**src/rtl/param_sync_fifo.sv**
```systemverilog
// param_sync_fifo: single-clock FIFO, any DEPTH >= 2, with a registered head word,
// occupancy count and almost flags. Define PARAM_SYNC_FIFO_BYPASS_EN for zero-latency bypass.
module param_sync_fifo #(
    parameter int WIDTH      = 32,
    parameter int DEPTH      = 8,
    parameter int AFULL_THR  = DEPTH - 1,
    parameter int AEMPTY_THR = 1
) (
    input  logic                       clk,
    input  logic                       rst_n,
    input  logic                       IN_flush,
    input  logic [WIDTH-1:0]           IN_data,
    input  logic                       IN_valid,
    output logic                       OUT_ready,
    input  logic                       IN_ready,
    output logic                       OUT_valid,
    output logic [WIDTH-1:0]           OUT_data,
    output logic [$clog2(DEPTH+2)-1:0] OUT_count,
    output logic                       OUT_almostFull,
    output logic                       OUT_almostEmpty
);
    localparam int CW = $clog2(DEPTH + 2);
    localparam int PW = $clog2(DEPTH);

    typedef logic [CW-1:0] cnt_t;
    typedef logic [PW-1:0] ptr_t;

    logic [WIDTH-1:0] mem [DEPTH];

    ptr_t             wr_ptr_q, wr_ptr_d;
    ptr_t             rd_ptr_q, rd_ptr_d;
    cnt_t             count_q, count_d;
    logic             valid_q, valid_d;
    logic [WIDTH-1:0] data_q, data_d;

    logic push, pop, store_push, bypass_take;
    logic mem_empty, load_slot, mem_wr, mem_rd;

    // Pointers wrap at DEPTH-1 explicitly, so DEPTH need not be a power of 2.
    function automatic ptr_t ptr_inc(input ptr_t p);
        return (p == ptr_t'(DEPTH - 1)) ? '0 : p + ptr_t'(1);
    endfunction

    assign OUT_ready = !IN_flush && (count_q < cnt_t'(DEPTH + 1));
    assign push      = IN_valid && OUT_ready;
    assign pop       = OUT_valid && IN_ready;

`ifdef PARAM_SYNC_FIFO_BYPASS_EN
    logic bypass;
    assign bypass      = (count_q == '0) && IN_valid && !IN_flush;
    assign bypass_take = bypass && IN_ready;
    assign OUT_valid   = valid_q || bypass;
    assign OUT_data    = bypass ? IN_data : data_q;
`else
    assign bypass_take = 1'b0;
    assign OUT_valid   = valid_q;
    assign OUT_data    = data_q;
`endif

    // A word handed straight through the bypass is consumed, never stored.
    assign store_push = push && !bypass_take;
    assign mem_empty  = (count_q == cnt_t'(valid_q));
    assign load_slot  = !valid_q || pop;
    assign mem_rd     = load_slot && !mem_empty;
    assign mem_wr     = store_push && !(load_slot && mem_empty);

    // NOTE: every variable gets its default before any branch, so no latch is inferred.
    always_comb begin
        wr_ptr_d = wr_ptr_q;
        rd_ptr_d = rd_ptr_q;
        count_d  = count_q;
        valid_d  = valid_q;
        data_d   = data_q;
        if (IN_flush) begin
            wr_ptr_d = '0;
            rd_ptr_d = '0;
            count_d  = '0;
            valid_d  = 1'b0;
        end else begin
            if (mem_wr) wr_ptr_d = ptr_inc(wr_ptr_q);
            if (mem_rd) rd_ptr_d = ptr_inc(rd_ptr_q);
            if (load_slot) begin
                if (!mem_empty) begin
                    valid_d = 1'b1;
                    data_d  = mem[rd_ptr_q];
                end else if (store_push) begin
                    valid_d = 1'b1;
                    data_d  = IN_data;
                end else begin
                    valid_d = 1'b0;
                end
            end
            count_d = count_q + cnt_t'(push) - cnt_t'(pop);
        end
    end

    // NOTE: sequential state uses non-blocking assignments so all registers update together.
    always_ff @(posedge clk or negedge rst_n) begin
        if (!rst_n) begin
            wr_ptr_q <= '0;
            rd_ptr_q <= '0;
            count_q  <= '0;
            valid_q  <= 1'b0;
            data_q   <= '0;
        end else begin
            wr_ptr_q <= wr_ptr_d;
            rd_ptr_q <= rd_ptr_d;
            count_q  <= count_d;
            valid_q  <= valid_d;
            data_q   <= data_d;
        end
    end

    // NOTE: storage is deliberately left out of reset; the count makes stale entries unreachable.
    always_ff @(posedge clk) begin
        if (mem_wr) mem[wr_ptr_q] <= IN_data;
    end

    assign OUT_count       = count_q;
    assign OUT_almostFull  = int'(count_q) >= AFULL_THR;
    assign OUT_almostEmpty = int'(count_q) <= AEMPTY_THR;

endmodule

```
**config.mk**
```make
export PLATFORM = sky130hd
export DESIGN_NAME = param_sync_fifo
export DESIGN_NICKNAME = d
export VERILOG_FILES = /design/src/rtl/param_sync_fifo.sv
export SDC_FILE = /design/constraint.sdc
export NUM_CORES = 1
export LEC_CHECK = 0
export CORE_ASPECT_RATIO = 1.25
export CORE_UTILIZATION = 60
export DETAILED_ROUTE_END_ITERATION = 10
export PLACE_DENSITY = 0.79
export SLEW_MARGIN = 20
export SYNTH_ARGS = -nofsm -noshare
export SYNTH_HDL_FRONTEND = slang
export SYNTH_SLANG_ARGS = --single-unit
export TNS_END_PERCENT = 20
```
**constraint.sdc**
```tcl
create_clock -name clk -period 14.2 [get_ports clk]
set_clock_uncertainty 0.2 [all_clocks]
set_input_delay 1.42 -clock clk [delete_from_list [all_inputs] [get_ports clk]]
set_output_delay 1.42 -clock clk [all_outputs]
set_load 0.1 [all_outputs]
```
==> metrics.md, run 1 <==
| Metric | Value |
|---|---|
| Status | finished clean |
| Worst hold path type | flip-flop to flip-flop |
| Die W | 128 um |
| Final Hold Vio Count | 0 |
| 1st-iter DRT viols | around 560 |
| Starting Density | 0.611 |
| Critical path launch point type | input port |
| CP required | about 13,000 ps |
| Multi-input logic area | 0.00290 mm2 |
| Most frequent cell on the critical path | clkdlybuf4s50_1 |
| WL met1 | ~9600 um |
| Worst slew margin | 0.269 |
| Dominant synthesized flop cell | edfxtp_1 |
| Uppermost layer routed | met4 |
| Synth Register Bits | between 200 and 300 |
| Die ar. | 0.0203 mm2 |
| Power Density | 201 mW/mm2 |
| Synth Warn # | 0 |
| Leak pwr | 4.58 nW |
| Setup TNS | 0 ps |
| Net Count, Synth | 730 |
| Vias in the first global route | 6,800 |
| Final nets | 815 |
| Gr usage total | 0.242 |
| Root Driver | clkbuf_16 |
| DRC | 0 |
| Setup bufs post-CTS | 0 |
| Post-layout min period | 5230 ps |
| Final number of setup-violating endpoints | 0 |
| Yosys cell types | 33 |
| Worst Hold Depth | 1 |
| Post-synth top area share | 0.649 |
| Overall power | 2.79 mW |
| Height of the die | roughly 160 um |
| Hpwl dp | roughly 13,000 um |
| Bufs and invs on worst path | 2 |
| Share of cells above drive strength 1 | 0.0991 |
| H-tree levels | 1 |
| CTS tree | built |
| Initial antenna violation count | 0 |
| Crit. End Element | primary output |
| Post-synth top area cell | edfxtp_1 |
| CP Max Fanout | 16 |
| Async set-reset flop share out of synthesis | 0.144 |
| R2r worst-path depth | 7 |
| Inserted Diodes | 0 |
| CTS clk-pin slew, worst paths | approximately 60 ps |
| Congestion Overflow GR | 0 |
| EDFF count, synth | roughly 260 |
| Placed insts | approximately 1,000 |
| Crit-path leading delay family | buffers and inverters |
| FF-to-FF setup slack | 11,040 ps |
| Port Buffers | 76 |
| Layout area overhead | 17.0% |
| WP data arrival | 3610 ps |
| R2r startpoint | OUT_count[2]$_DFF_PN0_ |
| # fillers | approximately 1,200 |
| Vias/cell | 6.18 |
| Post-CTS Hold Buffers | 0 |
| PnR worst setup slack | around 9000 ps |
| Core box area | about 0.019 mm2 |
| CP cell instances | clkdlybuf4s50_1 > nor2_1 > and2_1 > clkdlybuf4s50_1 |
| Slowest CP cell | clkdlybuf4s50_1 |
| Post_cts resized | 0 |
| Final instance count without filler cells | 1,052 |
| Maximum vdd drop | 0.000156 V |
| Num CTS Buffers | 28 |
| Unrepaired setup endpoints after global routing | false |
| Largest net degree at the start of global routing | 59 |
| Register area | 0.00877 mm2 |
| CTS max path bufs | 3 |
| First-pass GRT wire length | 37,200 um |
| Seq/Total Area, Yosys | 0.740 |
| Met3 wire len | 1330 um |
| Fmax | 191 MHz |
| Synth Area per Inst | between 15 and 20 um2 |
| IO Pins | 77 |
| CP Capture Point | OUT_ready |
| Crit-path max cell delay | 1120 ps |
| Fin crit share | 0.368 |
| Worst Tran Pin Value | between 1000 and 1500 ps |
| DR vias | between 6,000 and 7,000 |
| Post-Syn Area | 0.0118 mm2 |
| Worst skew pair latency | roughly 530 ps |
| Routed Wire Length | 24,000 um |
| Dpl ws | 8970 ps |
| Routed len/inst | 22.9 um |
| Crit path kind | input port to primary output |
| Max cap viols | 0 |
| Clock sink total | 299 |
| Metal2 WL | 12,600 um |
| Fin. max-slew vios | 0 |
| Syn Inst Count | 680 |
| DRT Pass-1 Iters | 5 |
| Post-route ant nets | 0 |
| Row count | 57 |
| Stages on worst setup path | 4 |
| Top cells by area, synth | edfxtp_1, mux2i_1, dfrtp_1 |
| GP Congestion | 0.755 |
| Crit path launch | IN_flush |
| FF-to-FF End | mem[4][23]$_DFFE_PP_ |
| Hold slack | 311 ps |
-- Yosys cell counts, types with 4 or more instances --
cell type    n
edfxtp_1   256
mux2i_1    128
a22oi_1     64
dfrtp_1     43
and3_1      34
a221o_1     32
buf_2       20
ha_1        12
nor2_1      12
buf_4       10
nor2b_1     10
clkbuf_1     8
inv_1        7
and2_1       4
nand2_1      4
nor3_1       4
-- stage by stage --
| stage | cell area (um2) | util |
|---|---|---|
| floorplan | 11800 | - |
| global placement | 12900 | 0.666 |
| detailed placement | 12900 | 0.666 |
| CTS | 13800 | 0.711 |
| global route | 13900 | 0.714 |
| finish | 13900 | 0.714 |
-- cell usage in the layout (no fill, tap or decap), types with 4 or more instances in the layout --
master,Yosys,final
edfxtp_1,256,256
mux2i_1,128,128
clkdlybuf4s50_1,0,75
a22oi_1,64,64
dfrtp_1,43,42
and3_1,34,34
a221o_1,32,32
clkbuf_16,0,29
buf_4,10,17
ha_1,12,12
clkbuf_1,8,12
nor2b_1,10,8
inv_1,7,7
nor2_1,12,7
clkbuf_8,0,6
and2_1,4,4
nand2_1,4,4
-- worst register-to-register path: cells and delay by family, from the launching register on --
family | cells | cell delay (ps)
compound gates | 1 | 210
fa+ha+maj | 1 | 230
simple gates | 3 | 1190
buf+inv | 2 | 570
flops | 1 | 420
-- how the worst min path moves through the flow --
stage                                  start                  endpoint  slack, ps
floorplan            rd_ptr_q[0]$_DFFE_PN0P_   rd_ptr_q[0]$_DFFE_PN0P_        380
global placement    OUT_data[11]$_DFFE_PN0P_  OUT_data[11]$_DFFE_PN0P_        290
detailed placement   OUT_data[4]$_DFFE_PN0P_   OUT_data[4]$_DFFE_PN0P_        300
CTS                 OUT_data[11]$_DFFE_PN0P_  OUT_data[11]$_DFFE_PN0P_        320
global route        OUT_data[15]$_DFFE_PN0P_  OUT_data[15]$_DFFE_PN0P_        330
finish              OUT_data[10]$_DFFE_PN0P_  OUT_data[10]$_DFFE_PN0P_        310
-- cell type report --
type / count / area share
well taps: 265 / 0.0239
clock inverters: 5 / 0.00199
inverters: 8 / 0.00217
clock buffers: 47 / 0.0616
multi-input cells: 333 / 0.210
repair buffers: 95 / 0.0677
flip-flops and latches: 299 / 0.633
-- sequential cells by signal, indices dropped and copies added (netlist names) --
signal     count
OUT_count      4
OUT_data      32
OUT_valid      1
mem          256
rd_ptr_q       3
wr_ptr_q       3
-- report_power, final --
group          total (mW)  internal, mW  switching [mW]
sequential           1.11          1.05          0.0630
combinational       0.971         0.282           0.689
clock               0.709         0.408           0.301
total                2.79          1.74            1.05
-- layer usage --
metal  global-route usage  vias up
met4               0.0866        0
met2                0.419      218
met3               0.0403       40
li1                     -     2895
met1                0.310     3344
met5                    0        -
-- kinds of logic (layout without fill, tap and decap cells) --
group / Yosys count / after routing / synth area share
AO/OA/AOI/OAI: 110 / 110 / 0.0754
AND/OR/NAND/NOR: 76 / 76 / 0.0363
buffers and inverters: 48 / 155 / 0.0207
multiplexers: 131 / 131 / 0.111
XOR/XNOR: 3 / 3 / 0.00222
flip-flops: 299 / 299 / 0.740
adder cells (fa/ha/maj): 13 / 13 / 0.0144
Note: power is estimated with default switching activity, not from simulation.
==> inputs of run 2 (changes only) <==
CORE_UTILIZATION = 53   (was 60)
PLACE_DENSITY = 0.73   (was 0.79)
clock period = 4.7 ns   (was 14.2 ns; I/O delays follow)
==> run 2 against run 1 <==
Combinational power increased to 3.0 times the previous value. Sequential share of layout area decreased by 0.80 points. Total power increased to 3.1 times the previous value. Sequential cell count unchanged. Worst setup slack got worse by 7900 ps. Via count about the same. Final area increased by 1.3%. Clock-buffer cell count decreased by 14. First-iteration DRC count increased by 3.7%. Clock power increased to 3.4 times the previous value. Die area increased by 13%. Critical endpoint is now OUT_almostEmpty. Largest cell class unchanged. Largest power group unchanged.
==> metrics.md, run 2 (synthesis gave the netlist of run 1 again) <==
| Metric | Value |
|---|---|
| DRT Pass-1 Iters | 4 (-1) |
| Top reg by flops | mem |
| Clock power frac | 0.277 (+0.023) |
| WP data arrival | 2910 ps (-700 ps) |
| Largest net degree at the start of global routing | 47 (-20%) |
| Routed len/inst | 22.8 um (-0.23%) |
| Worst slew margin | 0.339 (+0.0705) |
| Vias in the first global route | 6,741 (-0.87%) |
| Hpwl dp | 14,300 um (+7.2%) |
| Leak pwr | 4.67 nW (+2.0%) |
| Share of cells above drive strength 1 | 0.111 (+0.0116) |
| Routed Wire Length | 24,500 um (+1.9%) |
| Fin crit share | 0.763 |
| Num CTS Buffers | 28 (unchanged) |
| Post-layout min period | 3580 ps |
| Critical path launch point type | flip-flop |
| DRC | 0 (unchanged) |
| Final instance count without filler cells | 1,074 (+2.1%) |
| First-pass GRT wire length | 38,000 um (+2.1%) |
| Placed insts | 1,021 (+2.3%) |
| Layout area overhead | 18.4% |
| Commonest cells after routing, fill and taps aside | edfxtp_1, mux2i_1, clkdlybuf4s50_1 |
| Starting Density | 0.546 (-0.0646) |
| Status | finished clean |
| Crit path kind | flip-flop to primary output |
| Comb pwr share | 0.339 (-0.009) |
| Max FFs per register | 256 (unchanged) |
| Gr usage total | 0.219 (-0.0229) |
| Post-route ant nets | 0 (unchanged) |
| CP required | 4030 ps (-8550 ps) |
| Dpl ws | 1070 ps (-7900 ps) |
| Worst skew pair latency | 530 ps (about the same) |
| CTS max path bufs | 3 (unchanged) |
| Clock sink total | 299 (unchanged) |
| Fin. max-slew vios | 0 (unchanged) |
| Switching power | 3.22 mW (+210%) |
| Height of the die | 169 um (+6.3%) |
| 1st-iter DRT viols | 585 (+3.7%) |
| Initial antenna violation count | 0 (unchanged) |
| Die W | 136 um (+6.3%) |
| Post-CTS Hold Buffers | 1 (+1) |
| Sw frac | 0.370 (-0.00763) |
| DR vias | 6,493 (-0.062%) |
| Row count | 60 (+5.3%) |
| GP Congestion | 0.777 (+3.0%) |
| Worst hold path type | flip-flop to flip-flop |
| Final number of setup-violating endpoints | 0 (unchanged) |
| Post_cts resized | 0 (unchanged) |
| H-tree levels | 1 (unchanged) |
| Final Hold Vio Count | 0 (unchanged) |
| CTS clk-pin slew, worst paths | 60 ps (about the same) |
| Final nets | 823 (+0.98%) |
| Flop pwr share | 0.385 (-0.013) |
| Placed cell area | 0.0130 mm2 (+0.91%) |
| Port Buffers | 76 (unchanged) |
| Crit. End Element | primary output |
| Int Pwr | 5.48 mW (+220%) |
| Fmax | 279 MHz |
| Root Driver | clkbuf_16 |
| Core box area | 0.0217 mm2 (+12%) |
| Vias/cell | 6.05 (-2.1%) |
| Commonest non-fill, non-tap cell in the layout | edfxtp_1 |
| Inserted Diodes | 0 (unchanged) |
| Final cell utilization of the core | 0.647 (-0.0675) |
| Overall power | 8.70 mW (+210%) |
| Maximum vdd drop | 0.000477 V (+210%) |
| Setup TNS | 0 ps (unchanged) |
| IO Pins | 77 (unchanged) |
| Worst Tran Pin Value | 988 ps (-106 ps) |
| Congestion Overflow GR | 0 (unchanged) |
| Power Density | 620 mW/mm2 (+210%) |
| Setup bufs post-CTS | 0 (unchanged) |
| Final Cell Area | 0.0140 mm2 (+1.3%) |
| Hold slack | 312 ps (+0.649 ps) |
| Die ar. | 0.0230 mm2 (+13%) |
| CTS tree | built |
| CP Max Fanout | 5 (-11) |
| PnR worst setup slack | 1120 ps (-7850 ps) |
| Unrepaired setup endpoints after global routing | false |
| Max cap viols | 0 (unchanged) |
[run 2: cell types whose count changed in the layout (fill, tap and decap cells not counted), moves of 2 or more]
cell and change:
clkbuf_1 -9, buf_16 -2, buf_4 +8, clkinv_2 +2, clkbuf_8 -5, clkinv_1 +6, bufinv_16 +6
[run 2: path summary, 6_finish.rpt]
path	cells after the start	slack, ps	startpoint	end
max	4	1120	OUT_count[2]$_DFF_PN0_	OUT_almostEmpty
min	1	310	OUT_data[8]$_DFFE_PN0P_	OUT_data[8]$_DFFE_PN0P_
max reg2reg	7	1700	OUT_count[2]$_DFF_PN0_	mem[7][13]$_DFFE_PP_
min reg2reg	1	310	OUT_data[8]$_DFFE_PN0P_	OUT_data[8]$_DFFE_PN0P_
max in group asynchronous	3	3360	rst_n	rd_ptr_q[2]$_DFFE_PN0P_
min in group asynchronous	3	440	rst_n	OUT_count[0]$_DFF_PN0_
[run 2: layout make-up]
cell class / count / area (um2)
fill: 1479 / 7670
tap: 279 / 349
clock buffer: 33 / 751
sequential: 299 / 8770
multi-input combinational: 333 / 2920
inverter: 8 / 30.0
clock inverter: 19 / 240
timing repair buffer: 103 / 973
[run 2: metal layers]
metal	GRT usage	vias up	part of all wire
met4	0.0591	0	0.019
met1	0.291	3312	0.41
met5	0	-	0
met2	0.381	219	0.52
li1	-	2922	-
met3	0.0263	40	0.046
[run 2: power groups by stage]
stage	Combinational, mW	Sequential, mW	Clock [mW]
global route	3.08	3.38	2.54
global placement	2.88	3.39	0
floorplan	1.08	4.45	0
finish	2.95	3.35	2.41
detailed placement	2.95	3.40	0
CTS	2.95	3.35	2.43
[run 2: worst max-delay path: stages (launching register included)]
cell             delay (ps)
dfrtp_1                 420
inv_1                   120
ha_1                    170
nor2b_1                 430
clkdlybuf4s50_1        1230
==> inputs of run 3 (changes only) <==
CORE_UTILIZATION = 59   (was 53)
PLACE_DENSITY = 0.78   (was 0.73)
clock period = 3.4 ns   (was 4.7 ns; I/O delays follow)
==> run 3 against run 2 <==
Critical path depth rose by 2. Register-to-register slack got worse by 1100 ps. Clock power is 27% higher. Utilization increased by 6.9 points. Total power rose by 35%. Worst setup slack worse by 500 ps. Worst hold slack worse by 150 ps. Final area down 0.37%. Sequential cell count did not move. Non-clock buffer count rose by 4. Global-route usage increased by 2.7 points. First-iteration DRC count increased by 4.1%. Largest cell class unchanged.
==> metrics.md, run 3 (synthesis gave the netlist of run 1 again) <==
| Metric | Value |
|---|---|
| Status | finished clean |
| Worst skew pair latency | 530 ps (about the same) |
| WP data arrival | 2810 ps (-100 ps) |
| Max cap viols | 0 (unchanged) |
| IO Pins | 77 (unchanged) |
| CP Max Fanout | 13 (+8) |
| Largest net degree at the start of global routing | 44 (-6.4%) |
| Congestion Overflow GR | 0 (unchanged) |
| Die W | 129 um (-5.1%) |
| CTS tree | built |
| Fmax | around 360 MHz |
| Die ar. | 0.0206 mm2 (-10%) |
| Unrepaired setup endpoints after global routing | false |
| Initial antenna violation count | 0 (unchanged) |
| Vias/cell | 6.13 (+1.4%) |
| CTS max path bufs | 3 (unchanged) |
| FF-to-FF setup slack | 620 ps (-1080 ps) |
| Top reg by flops | mem |
| Setup TNS | 0 ps (unchanged) |
| Clock sink total | 299 (unchanged) |
| Inserted Diodes | 0 (unchanged) |
| Fin. max-slew vios | 0 (unchanged) |
| DRC | 0 (unchanged) |
| Critical path launch point type | flip-flop |
| CTS clk-pin slew, worst paths | 60 ps (about the same) |
| Worst Tran Pin Value | 987 ps (-1.42 ps) |
| Worst slew margin | 0.340 (+0.000950) |
| # fillers | 1,210 (-18%) |
| Height of the die | 160 um (-5.2%) |
| Leak pwr | 4.65 nW (-0.46%) |
| Post_cts resized | 0 (unchanged) |
| Crit. End Element | flip-flop |
| Final nets | 827 (+0.49%) |
| Post-CTS Hold Buffers | 1 (unchanged) |
| GP Congestion | 0.781 (+0.46%) |
| Gr usage total | 0.246 (+0.0266) |
| Fin crit share | 0.818 |
| Row count | 57 (-5.0%) |
| Vias in the first global route | 6,809 (+1.0%) |
| Post-layout min period | 2780 ps |
| Placed insts | 1,011 (-0.98%) |
| Commonest cells after routing, fill and taps aside | edfxtp_1, mux2i_1, clkdlybuf4s50_1 |
| Maximum vdd drop | 0.000727 V (+52%) |
| Port Buffers | 76 (unchanged) |
| H-tree levels | 1 (unchanged) |
| Routed Wire Length | 24,400 um (-0.18%) |
| Share of cells above drive strength 1 | 0.126 (+0.0157) |
| Final number of setup-violating endpoints | 0 (unchanged) |
| Worst hold path type | input port to asynchronous set/reset pin |
| Root Driver | clkbuf_16 |
| Post-route ant nets | 0 (unchanged) |
| Overall power | 11.8 mW (+35%) |
| First-pass GRT wire length | 38,000 um (about the same) |
| DR vias | 6,520 (+0.42%) |
| Setup bufs post-CTS | 0 (unchanged) |
| Power Density | 841 mW/mm2 (+36%) |
| Routed len/inst | 23.0 um (+0.75%) |
| Commonest non-fill, non-tap cell in the layout | edfxtp_1 |
| Core box area | 0.0195 mm2 (-9.9%) |
| Num CTS Buffers | 28 (unchanged) |
| Max FFs per register | 256 (unchanged) |
| Starting Density | 0.606 (+0.0602) |
| Final instance count without filler cells | 1,064 (-0.93%) |
| CP required | 3430 ps (-600 ps) |
| Layout area overhead | 18.0% |
| DRT Pass-1 Iters | 5 (+1) |
| 1st-iter DRT viols | 609 (+4.1%) |
| Crit path kind | flip-flop to flip-flop |
| Final Hold Vio Count | 0 (unchanged) |
| Hpwl dp | 14,600 um (+2.1%) |
## run 3: cell types whose count changed in the layout (fill, tap and decap cells not counted), moves of 2 or more
cell and delta:
buf_4 +10, bufinv_16 -4, clkbuf_1 +4, clkdlybuf4s50_1 -5
clkinv_1 -2, clkinvlp_4 +2, dfrtp_1 -3, dfrtp_4 +2
nor3_2 -4, nor3_4 +4
## run 3: cell type report
type                    instances  area [um2]  area share
well taps                     265         332      0.0237
inverters                       8        30.0     0.00215
clock buffers                  37         766      0.0548
flip-flops and latches        299        8780       0.628
repair buffers                107         993      0.0711
multi-input cells             333        2950       0.211
clock inverters                15         134     0.00958
## run 3: path summary, 6_finish.rpt
check | startpoint | to | depth (start not counted)
setup / recovery | OUT_count[2]$_DFF_PN0_ | mem[3][1]$_DFFE_PP_ | 6
hold reg to reg | OUT_data[15]$_DFFE_PN0P_ | OUT_data[15]$_DFFE_PN0P_ | 1
setup reg to reg | OUT_count[2]$_DFF_PN0_ | mem[3][1]$_DFFE_PP_ | 6
hold / removal | rst_n | OUT_count[2]$_DFF_PN0_ | 2
max in group asynchronous | rst_n | rd_ptr_q[2]$_DFFE_PN0P_ | 2
min in group clk | OUT_data[15]$_DFFE_PN0P_ | OUT_data[15]$_DFFE_PN0P_ | 1
## run 3: worst max-delay path, stage by stage, from the launching register on
cell and delay [ps]:
dfrtp_4 490, ha_1 200, nor2_1 100, and3_1 310, nand3_1 410, nor2_4 460
buf_4 300
## run 3: power by group
group          internal (mW)  switching, mW
registers               4.37          0.257
logic                   1.19           2.89
clock network           1.74           1.30
total                   7.31           4.45
## run 3: metrics by stage
stage / setup slack [ps] / utilization / instance area (um2) / hold WS [ps]
after floorplan: 53.3 / - / 11900 / -156
after global placement: 546 / 0.669 / 13100 / 294
after detailed placement: 504 / 0.669 / 13100 / 299
after CTS: 616 / 0.715 / 14000 / 316
after global routing: 487 / 0.715 / 14000 / 229
final: 618 / 0.715 / 14000 / 166
## run 3: metal layers
layer / global-route usage / part of all wire / up-vias
met5: 0 / 0 / -
met4: 0.0652 / 0.019 / 0
met3: 0.0340 / 0.054 / 34
met2: 0.441 / 0.53 / 230
met1: 0.313 / 0.39 / 3335
li1: - / - / 2921
